===== src/rtl/manchester_to_pam4.sv =====
// manchester_to_pam4
//   Line-side Manchester receiver clocked at the half-bit rate. Recovers
//   half-bit pair alignment, decodes each pair to one NRZ bit (10 -> 1,
//   01 -> 0) and packs bits MSB-first into 2-bit PAM4 symbols.
//
// Ports:
//   clk           half-bit-rate clock, rising edge
//   reset         synchronous active-high reset
//   Manchester_in serial Manchester line, one half-bit per clk
//   PAM4_out      last decoded symbol, first-received bit is MSB
//   PAM4_valid    one-cycle pulse when PAM4_out updates
//   locked        high while pair and symbol alignment are established
//   code_err      one-cycle pulse on an invalid pair (00 or 11)
//   err_count     saturating count of code_err events since reset
module manchester_to_pam4 #(
    parameter int unsigned LOCK_CNT = 4,
    parameter int unsigned ERR_W    = 8
) (
    input  logic             clk,
    input  logic             reset,
    input  logic             Manchester_in,
    output logic [1:0]       PAM4_out,
    output logic             PAM4_valid,
    output logic             locked,
    output logic             code_err,
    output logic [ERR_W-1:0] err_count
);

    localparam int unsigned CntW = $clog2(LOCK_CNT + 1);

    typedef enum logic [0:0] {StHunt, StLocked} state_e;

    state_e            state_q, state_d;
    logic              phase_q, phase_d;
    logic              first_q, first_d;
    logic              bit_idx_q, bit_idx_d;
    logic              msb_q, msb_d;
    logic [CntW-1:0]   lock_cnt_q, lock_cnt_d;
    logic [1:0]        pam4_q, pam4_d;
    logic              valid_q, valid_d;
    logic              locked_q, locked_d;
    logic              code_err_q, code_err_d;
    logic [ERR_W-1:0]  err_cnt_q, err_cnt_d;

    logic pair_ok;
    assign pair_ok = first_q ^ Manchester_in;

    always_comb begin
        state_d    = state_q;
        phase_d    = phase_q;
        first_d    = first_q;
        bit_idx_d  = bit_idx_q;
        msb_d      = msb_q;
        lock_cnt_d = lock_cnt_q;
        pam4_d     = pam4_q;
        valid_d    = 1'b0;
        locked_d   = locked_q;
        code_err_d = 1'b0;
        err_cnt_d  = err_cnt_q;

        if (!phase_q) begin
            first_d = Manchester_in;
            phase_d = 1'b1;
        end else if (pair_ok) begin
            phase_d = 1'b0;
            unique case (state_q)
                StHunt: begin
                    // The pair completing lock is consumed, not assembled.
                    if (lock_cnt_q + CntW'(1) == CntW'(LOCK_CNT)) begin
                        state_d    = StLocked;
                        locked_d   = 1'b1;
                        bit_idx_d  = 1'b0;
                        lock_cnt_d = '0;
                    end else begin
                        lock_cnt_d = lock_cnt_q + CntW'(1);
                    end
                end
                StLocked: begin
                    // Decoded bit equals the first half of the pair.
                    if (!bit_idx_q) begin
                        msb_d     = first_q;
                        bit_idx_d = 1'b1;
                    end else begin
                        pam4_d    = {msb_q, first_q};
                        valid_d   = 1'b1;
                        bit_idx_d = 1'b0;
                    end
                end
                default: state_d = StHunt;
            endcase
        end else begin
            // Violation: slip one half-bit so the current half starts the next pair.
            code_err_d = 1'b1;
            if (err_cnt_q != '1) begin
                err_cnt_d = err_cnt_q + ERR_W'(1);
            end
            first_d    = Manchester_in;
            phase_d    = 1'b1;
            lock_cnt_d = '0;
            state_d    = StHunt;
            locked_d   = 1'b0;
            bit_idx_d  = 1'b0;
        end
    end

    always_ff @(posedge clk) begin
        if (reset) begin
            state_q    <= StHunt;
            phase_q    <= 1'b0;
            first_q    <= 1'b0;
            bit_idx_q  <= 1'b0;
            msb_q      <= 1'b0;
            lock_cnt_q <= '0;
            pam4_q     <= 2'b00;
            valid_q    <= 1'b0;
            locked_q   <= 1'b0;
            code_err_q <= 1'b0;
            err_cnt_q  <= '0;
        end else begin
            state_q    <= state_d;
            phase_q    <= phase_d;
            first_q    <= first_d;
            bit_idx_q  <= bit_idx_d;
            msb_q      <= msb_d;
            lock_cnt_q <= lock_cnt_d;
            pam4_q     <= pam4_d;
            valid_q    <= valid_d;
            locked_q   <= locked_d;
            code_err_q <= code_err_d;
            err_cnt_q  <= err_cnt_d;
        end
    end

    assign PAM4_out   = pam4_q;
    assign PAM4_valid = valid_q;
    assign locked     = locked_q;
    assign code_err   = code_err_q;
    assign err_count  = err_cnt_q;

endmodule


===== config.mk =====
export PLATFORM = sky130hd
export DESIGN_NAME = manchester_to_pam4
export DESIGN_NICKNAME = d
export VERILOG_FILES = /design/src/rtl/manchester_to_pam4.sv
export SDC_FILE = /design/constraint.sdc
export NUM_CORES = 1
export LEC_CHECK = 0
export BUFFER_PORTS_ARGS = -buffer_cell sky130_fd_sc_hd__clkbuf_2
export CAP_MARGIN = 20
export CORE_ASPECT_RATIO = 1.2
export CORE_MARGIN = 5
export CORE_UTILIZATION = 57
export CTS_CLUSTER_SIZE = 30
export DETAILED_ROUTE_END_ITERATION = 8
export GPL_TIMING_DRIVEN = 1
export PLACE_DENSITY = 0.85
export SYNTH_ARGS = -nofsm -noshare
export SYNTH_HDL_FRONTEND = slang
export SYNTH_SLANG_ARGS = --single-unit

===== constraint.sdc =====
create_clock -name clk -period 3.3 [get_ports clk]
set_input_delay 0.66 -clock clk [delete_from_list [all_inputs] [get_ports clk]]
set_output_delay 0.66 -clock clk [all_outputs]
set_load 0.005 [all_outputs]

==> results of run 1 <==
==> area by class of cell <==
cell class                      instances  area (sq um)
Clock buffer                            4         26.28
Fill cell                             149         540.5
Inverter                                1         3.754
Multi-Input combinational cell         78         513.0
Sequential cell                        21         420.4
Tap cell                               18         22.52
Timing Repair Buffer                   15         75.07
==> cells in the mapped netlist (2+ instances only) <==
cell / number / area, sq um
nand4_1: 2 / 12.51
or3_1: 3 / 18.77
mux2i_1: 4 / 40.04
nor2_1: 12 / 45.04
a211oi_1: 3 / 22.52
dfxtp_1: 21 / 420.4
a31oi_1: 2 / 12.51
xor2_1: 4 / 35.03
o21ai_0: 5 / 25.02
nand2_1: 7 / 26.28
a21oi_1: 11 / 55.05
or4_1: 2 / 15.01
clkbuf_1: 2 / 7.510
nand3_1: 4 / 20.02
nor2b_1: 2 / 12.51
ha_1: 3 / 37.54
o31ai_1: 3 / 22.52
==> power by group through the flow <==
stage	Clock (uW)	Sequential (uW)	Combinational, uW
4_1_cts	126	270	40.2
6_report	121	270	39.8
5_1_grt	141	271	44.6
2_1_floorplan	0	272	31.6
3_3_place_gp	0	275	38.1
3_5_place_dp	0	276	39.9
==> kinds of logic after synthesis <==
family	after synthesis	synth area share
AND/OR/NAND/NOR	37	0.1990
AO/OA/AOI/OAI	29	0.1937
flip-flops	21	0.4427
XOR/XNOR	5	0.06588
buffers and inverters	4	0.01712
multiplexers	4	0.04216
adder cells (fa/ha/maj)	3	0.03953
==> path summary, 6_finish.rpt <==
path                               end  slack [ns]            startpoint
min reg2reg         msb_q$_SDFFE_PP0P_        0.50    msb_q$_SDFFE_PP0P_
max          err_count[6]$_SDFFE_PP0P_        1.65         Manchester_in
max reg2reg   PAM4_out[1]$_SDFFE_PP0P_        1.68  first_q$_SDFFE_PP0P_
min                 msb_q$_SDFFE_PP0P_        0.50    msb_q$_SDFFE_PP0P_
==> layer usage <==
layer / GRT usage / vias to the layer above / share of wire
met1: 0.2024 / 368 / 0.42
met3: 0.03947 / 5 / 0.032
met5: 0 / - / 0
met4: 0.09677 / 0 / 0.022
met2: 0.3192 / 13 / 0.53
li1: - / 410 / -
==> stage by stage <==
| stage | power [uW] | instance area (sq um) | worst slack (ns) | util | std cells |
|---|---|---|---|---|---|
| 5_1_grt | 457.2 | 1061 | 1.576 | 0.6625 | 137 |
| 3_5_place_dp | 315.4 | 1035 | 1.328 | 0.6461 | 133 |
| 6_report | 430.2 | 1061 | 1.651 | 0.6625 | 137 |
| 4_1_cts | 435.6 | 1061 | 1.651 | 0.6625 | 137 |
| 3_3_place_gp | 312.9 | 1035 | 1.399 | 0.6461 | 133 |
| 2_1_floorplan | 303.4 | 949.7 | 1.643 | - | 103 |
==> state kept, by name, indices dropped and copies added, names as in the netlist <==
name / count
msb_q: 1
phase_q: 1
first_q: 1
locked: 1
PAM4_out: 2
bit_idx_q: 1
code_err: 1
err_count: 8
lock_cnt_q: 3
PAM4_valid: 1
state_q: 1
==> worst register-to-register path, delay by kind of cell, from the launching register on <==
kind / cells / cell delay (ns)
simple gates: 2 / 0.34
flops: 1 / 0.52
xor+xnor: 1 / 0.42
mux: 1 / 0.22
==> metrics.md, run 1 <==
| Metric | Value |
|---|---|
| Fin crit period | `1.649 ns` |
| Avg WL per Cell | `13.93 microns` |
| Hold path depth | `2` |
| Die width | `47.26 microns` |
| Largest net degree at the start of global routing | `22` |
| RSZ-0062 raised after global routing | `no` |
| Yosys reg bits | `21` |
| Vias | `796` |
| # setup viols final | `0` |
| Fmax | `0.6063 GHz` |
| Htree depth | `1` |
| Ys flop type | `dfxtp_1` |
| Maximum buffer depth of the clock tree | `2` |
| Outcome | `finished clean` |
| Share of layout cells above drive strength 1 | `0.1933` |
| Post-CTS sizing | `0` |
| Crit-path cells | `clkbuf_2 -> xnor2_4 -> nand2_2 -> or4_1 -> a21oi_1` |
| Avg Inst Size Synth | `9.220 sq um` |
| Number of max-cap violations | `0` |
| Yosys cell types | `30` |
| Pins over their slew limit | `0` |
| Kind of critical path | `primary input to register` |
| CP Data Required Time | `3.54 ns` |
| Pwr/cell area | `405.4 nW/um^2` |
| DR vias/cell | `5.810` |
| Clock sinks | `21` |
| IO Pins | `16` |
| Hold WS | `0.4975 ns` |
| Full die area | `2586 sq um` |
| Post-synth ARST share | `0` |
| Vias in the first global route | `793` |
| CP arrival | `1.89 ns` |
| Post-Syn Nets | `109` |
| Clk slew on worst S/H paths | `0.11 ns` |
| ANT nets after route | `0` |
| Setup_tns | `0 ns` |
| Worst vdd ir | `283.0 uV` |
| Post-synth EDFFs | `0` |
| Critical Path Max Stage Delay | `0.51 ns` |
| Comb power frac | `0.092` |
| Worst hold path type | `register to register` |
| GRT overflow | `0` |
| Nets | `126` |
| Final period util | `0.4998` |
| Hold Buf Count CTS | `0` |
| Delay-heaviest family, CP | `simple AND/OR/NAND/NOR gates` |
| Synth warn | `0` |
| Clk pwr share | `0.281` |
| Switching pwr | `107.0 uW` |
| Initial antenna violation count | `0` |
| Slowest CP cell | `or4_1` |
| Post-CTS Setup Inserts | `0` |
| Inserted Clock Buffers | `3` |
| Pint | `323.2 uW` |
| Final hold violation count | `0` |
| Seq/Total Area, Yosys | `0.4427` |
| WP buf/inv | `1` |
| Least-Margin Pin Slew | `0.4530 ns` |
| Mapped Cells | `103` |
| All-layer global routing usage | `0.1837` |
| Worst-skew pair later-pin latency | `0.30 ns` |
| Placed wire-length estimate | `1.403 mm` |
| First-pass GRT wire length | `3.346 mm` |
| Initial drt markers | `8` |
| Root buf cell | `clkbuf_4` |
| R2R depth | `4` |
| Core Area | `1602 sq um` |
| Worst Path Max Fanout | `9` |
| Highest-count cells in the layout ignoring fill and taps | `21 x dfxtp_1, 15 x clkbuf_2, 12 x nor2_1` |
| Drt first pass iters | `4` |
| Mapped Area | `949.7 sq um` |
| Leakage | `0.0004361 uW` |
| Worst Skew | `0.003054 ns` |
| Most common cell after layout, fill and taps aside | `dfxtp_1` |
| CP startpoint kind | `primary input` |
| P&R area growth vs syn | `11.73%` |
| IO Port Bufs | `15` |
| Post-Route WL | `1.909 mm` |
| Row Count | `16` |
| Register share of total power | `0.627` |
| Diodes inserted | `0` |
| CP endpoint kind | `register` |
| RePlAce Congestion | `0.7806` |
| Drt drc | `0` |
| Die height | `54.72 microns` |
| TritonCTS clock tree | `built` |
| Max-slew headroom | `0.6976` |
| Sw frac | `0.2487` |
| Stages on worst setup path | `5` |
| Starting Density | `0.5930` |
Power figures use the tool's default switching activity.
==> inputs of run 2 (changes only) <==
--- a/config.mk
+++ b/config.mk
@@ -9,11 +9,11 @@
 export CAP_MARGIN = 20
 export CORE_ASPECT_RATIO = 1.2
 export CORE_MARGIN = 5
-export CORE_UTILIZATION = 57
+export CORE_UTILIZATION = 48
 export CTS_CLUSTER_SIZE = 30
 export DETAILED_ROUTE_END_ITERATION = 8
 export GPL_TIMING_DRIVEN = 1
-export PLACE_DENSITY = 0.85
+export PLACE_DENSITY = 0.77
 export SYNTH_ARGS = -nofsm -noshare
 export SYNTH_HDL_FRONTEND = slang
 export SYNTH_SLANG_ARGS = --single-unit
==> constraint.sdc (replaced) <==
create_clock -name clk -period 1.45 [get_ports clk]
set_input_delay 0.29 -clock clk [delete_from_list [all_inputs] [get_ports clk]]
set_output_delay 0.29 -clock clk [all_outputs]
set_load 0.005 [all_outputs]
==> metrics.md, run 2 (synthesized netlist as in run 1, its figures left out) <==
| Metric | Value |
|---|---|
| Vias | `856 (+7.5%)` |
| Worst r2r src | `first_q$_SDFFE_PP0P_` |
| Crit Reg-Reg Endpoint | `err_count[6]$_SDFFE_PP0P_` |
| Htree depth | `1 (unchanged)` |
| Worst Skew | `0.003743 ns (+0.0006889 ns)` |
| Placed wire-length estimate | `1.493 mm (+6.5%)` |
| CP startpoint kind | `register` |
| CP arrival | `1.63 ns (-0.26 ns)` |
| WP buf/inv | `0 (-1)` |
| Post-Route WL | `1.964 mm (+2.9%)` |
| IO Port Bufs | `15 (unchanged)` |
| Full die area | `2972 sq um (+15%)` |
| Outcome | `finished clean` |
| Kind of critical path | `register to register` |
| Number of max-cap violations | `0 (unchanged)` |
| Vias in the first global route | `868 (+9.5%)` |
| # setup viols final | `0 (unchanged)` |
| Share of layout cells above drive strength 1 | `0.3806 (+0.1873)` |
| Crit path launch | `first_q$_SDFFE_PP0P_` |
| Drt first pass iters | `4 (unchanged)` |
| Setup crit end | `err_count[6]$_SDFFE_PP0P_` |
| Max FFs per register | `8 (unchanged)` |
| FILL cells | `166 (+11%)` |
| Row Count | `17 (+1)` |
| Final hold violation count | `0 (unchanged)` |
| P&R area growth vs syn | `26.75%` |
| Pins over their slew limit | `0 (unchanged)` |
| Fmax | `0.7118 GHz` |
| Inserted Clock Buffers | `3 (unchanged)` |
| Final core occ | `0.6430 (-0.01945)` |
| Delay-heaviest family, CP | `simple AND/OR/NAND/NOR gates` |
| Pre-CTS setup slack | `-0.02457 ns (-1.352 ns)` |
| Leakage | `0.0005169 uW (+19%)` |
| Die width | `50.61 microns (+7.1%)` |
| ANT nets after route | `0 (unchanged)` |
| Starting Density | `0.5074 (-0.08562)` |
| Reg2Reg Setup Slack | `0.05 ns (-1.63 ns)` |
| Worst Path Max Fanout | `5 (-4)` |
| IO Pins | `16 (unchanged)` |
| Worst-skew pair later-pin latency | `0.30 ns (about the same)` |
| Core Area | `1872 sq um (+17%)` |
| Largest net degree at the start of global routing | `22 (unchanged)` |
| Clock sinks | `21 (unchanged)` |
| RePlAce Congestion | `0.8304 (+6.4%)` |
| Max-slew headroom | `0.7093 (+0.01175)` |
| First-pass GRT wire length | `3.450 mm (+3.1%)` |
| Drt drc | `0 (unchanged)` |
| Nets | `141 (+12%)` |
| Fin crit period | `1.405 ns` |
| RSZ-0062 raised after global routing | `yes` |
| Least-Margin Pin Slew | `0.4360 ns (-0.01701 ns)` |
| Highest-count cells in the layout ignoring fill and taps | `15 x clkbuf_2, 15 x buf_4, 14 x dfxtp_1` |
| Final worst slack | `0.04521 ns (-1.605 ns)` |
| Critical Path Max Stage Delay | `0.54 ns (+0.03 ns)` |
| Initial antenna violation count | `0 (unchanged)` |
| Worst hold path type | `primary input to register` |
| Pwr/cell area | `837.1 nW/um^2 (+110%)` |
| Diodes inserted | `0 (unchanged)` |
| Stages on worst setup path | `4 (-1)` |
| GRT overflow | `0 (unchanged)` |
| CP endpoint kind | `register` |
| Clk slew on worst S/H paths | `0.11 ns (about the same)` |
| TritonCTS clock tree | `built` |
| Initial drt markers | `6 (-2)` |
| Avg WL per Cell | `12.84 microns (-7.9%)` |
| Slowest CP cell | `or4_1` |
| Die height | `58.73 microns (+7.3%)` |
| Crit-path cells | `xnor2_4 -> nand2_2 -> or4_1 -> a21oi_2` |
| Worst vdd ir | `663.1 uV (+130%)` |
| R2R depth | `4 (unchanged)` |
| All-layer global routing usage | `0.1450 (-0.03874)` |
| Root buf cell | `clkbuf_4` |
| Maximum buffer depth of the clock tree | `2 (unchanged)` |
| Final period util | `0.9688` |
| CP Data Required Time | `1.68 ns (-1.86 ns)` |
| DR vias/cell | `5.595 (-3.7%)` |
[run 2: cell types whose count changed in the layout (fill, tap and decap cells not counted), moves of 2 or more]
cell     delta
buf_4      +15
dfxtp_1     -7
dfxtp_2     +7
a21oi_1     -2
a21oi_2     +2
[run 2: worst reg2reg max path: stages, from the launching register on]
cell,delay (ns)
dfxtp_2,0.36
xnor2_4,0.21
nand2_2,0.08
or4_1,0.54
a21oi_2,0.14
[run 2: how the worst min path moves through the flow]
| stage | start | endpoint | slack [ns] | cells past startpoint |
|---|---|---|---|---|
| finish | Manchester_in | code_err$_SDFF_PP0_ | 0.40 | 4 |
| global route | Manchester_in | code_err$_SDFF_PP0_ | 0.42 | 4 |
| CTS | Manchester_in | code_err$_SDFF_PP0_ | 0.38 | 4 |
| detailed placement | msb_q$_SDFFE_PP0P_ | msb_q$_SDFFE_PP0P_ | 0.47 | 2 |
| global placement | msb_q$_SDFFE_PP0P_ | msb_q$_SDFFE_PP0P_ | 0.46 | 2 |
| floorplan | reset | locked$_SDFFE_PP0P_ | 0.36 | 1 |
[run 2: power by group]
part	internal, uW	total [uW]	switching (uW)
sequential	593	606	13.7
clock	103	272	169
combinational	61.8	129	67.4
[run 2: stage by stage]
stage | total power, uW | instances | hold WS (ns) | area (sq um) | setup TNS (ns)
floorplan | 690.6 | 103 | 0.3628 | 949.7 | 0
CTS | 1025 | 153 | 0.3766 | 1176 | 0
detailed placement | 746.8 | 148 | 0.4661 | 1141 | -0.05031
finish | 1008 | 153 | 0.4038 | 1204 | 0
global route | 1066 | 153 | 0.4199 | 1204 | -0.06481
global placement | 741.8 | 148 | 0.4581 | 1141 | 0
[run 2: layout make-up]
| cell class | count | area, sq um | share of cell area |
|---|---|---|---|
| flip-flops and latches | 21 | 429.2 | 0.3566 |
| repair buffers | 30 | 187.7 | 0.1559 |
| inverters | 1 | 3.754 | 0.003119 |
| clock inverters | 1 | 5.005 | 0.004158 |
| multi-input cells | 78 | 531.8 | 0.4418 |
| well taps | 19 | 23.77 | 0.01975 |
| clock buffers | 3 | 22.52 | 0.01871 |
[run 2: routing by layer]
layer | track usage | vias to the layer above | share of wire
li1 | - | 437 | -
met5 | 0 | - | 0
met4 | 0.04380 | 0 | 0.017
met1 | 0.1491 | 402 | 0.39
met2 | 0.2819 | 13 | 0.55
met3 | 0.03291 | 4 | 0.039
[run 2: what timing repair did]
item	4_1_cts	5_1_grt
hold buffers	0	0
pin swaps	2	3
setup buffers	1	0
endpoints found under the setup margin	2	12
gates resized for setup	0	12
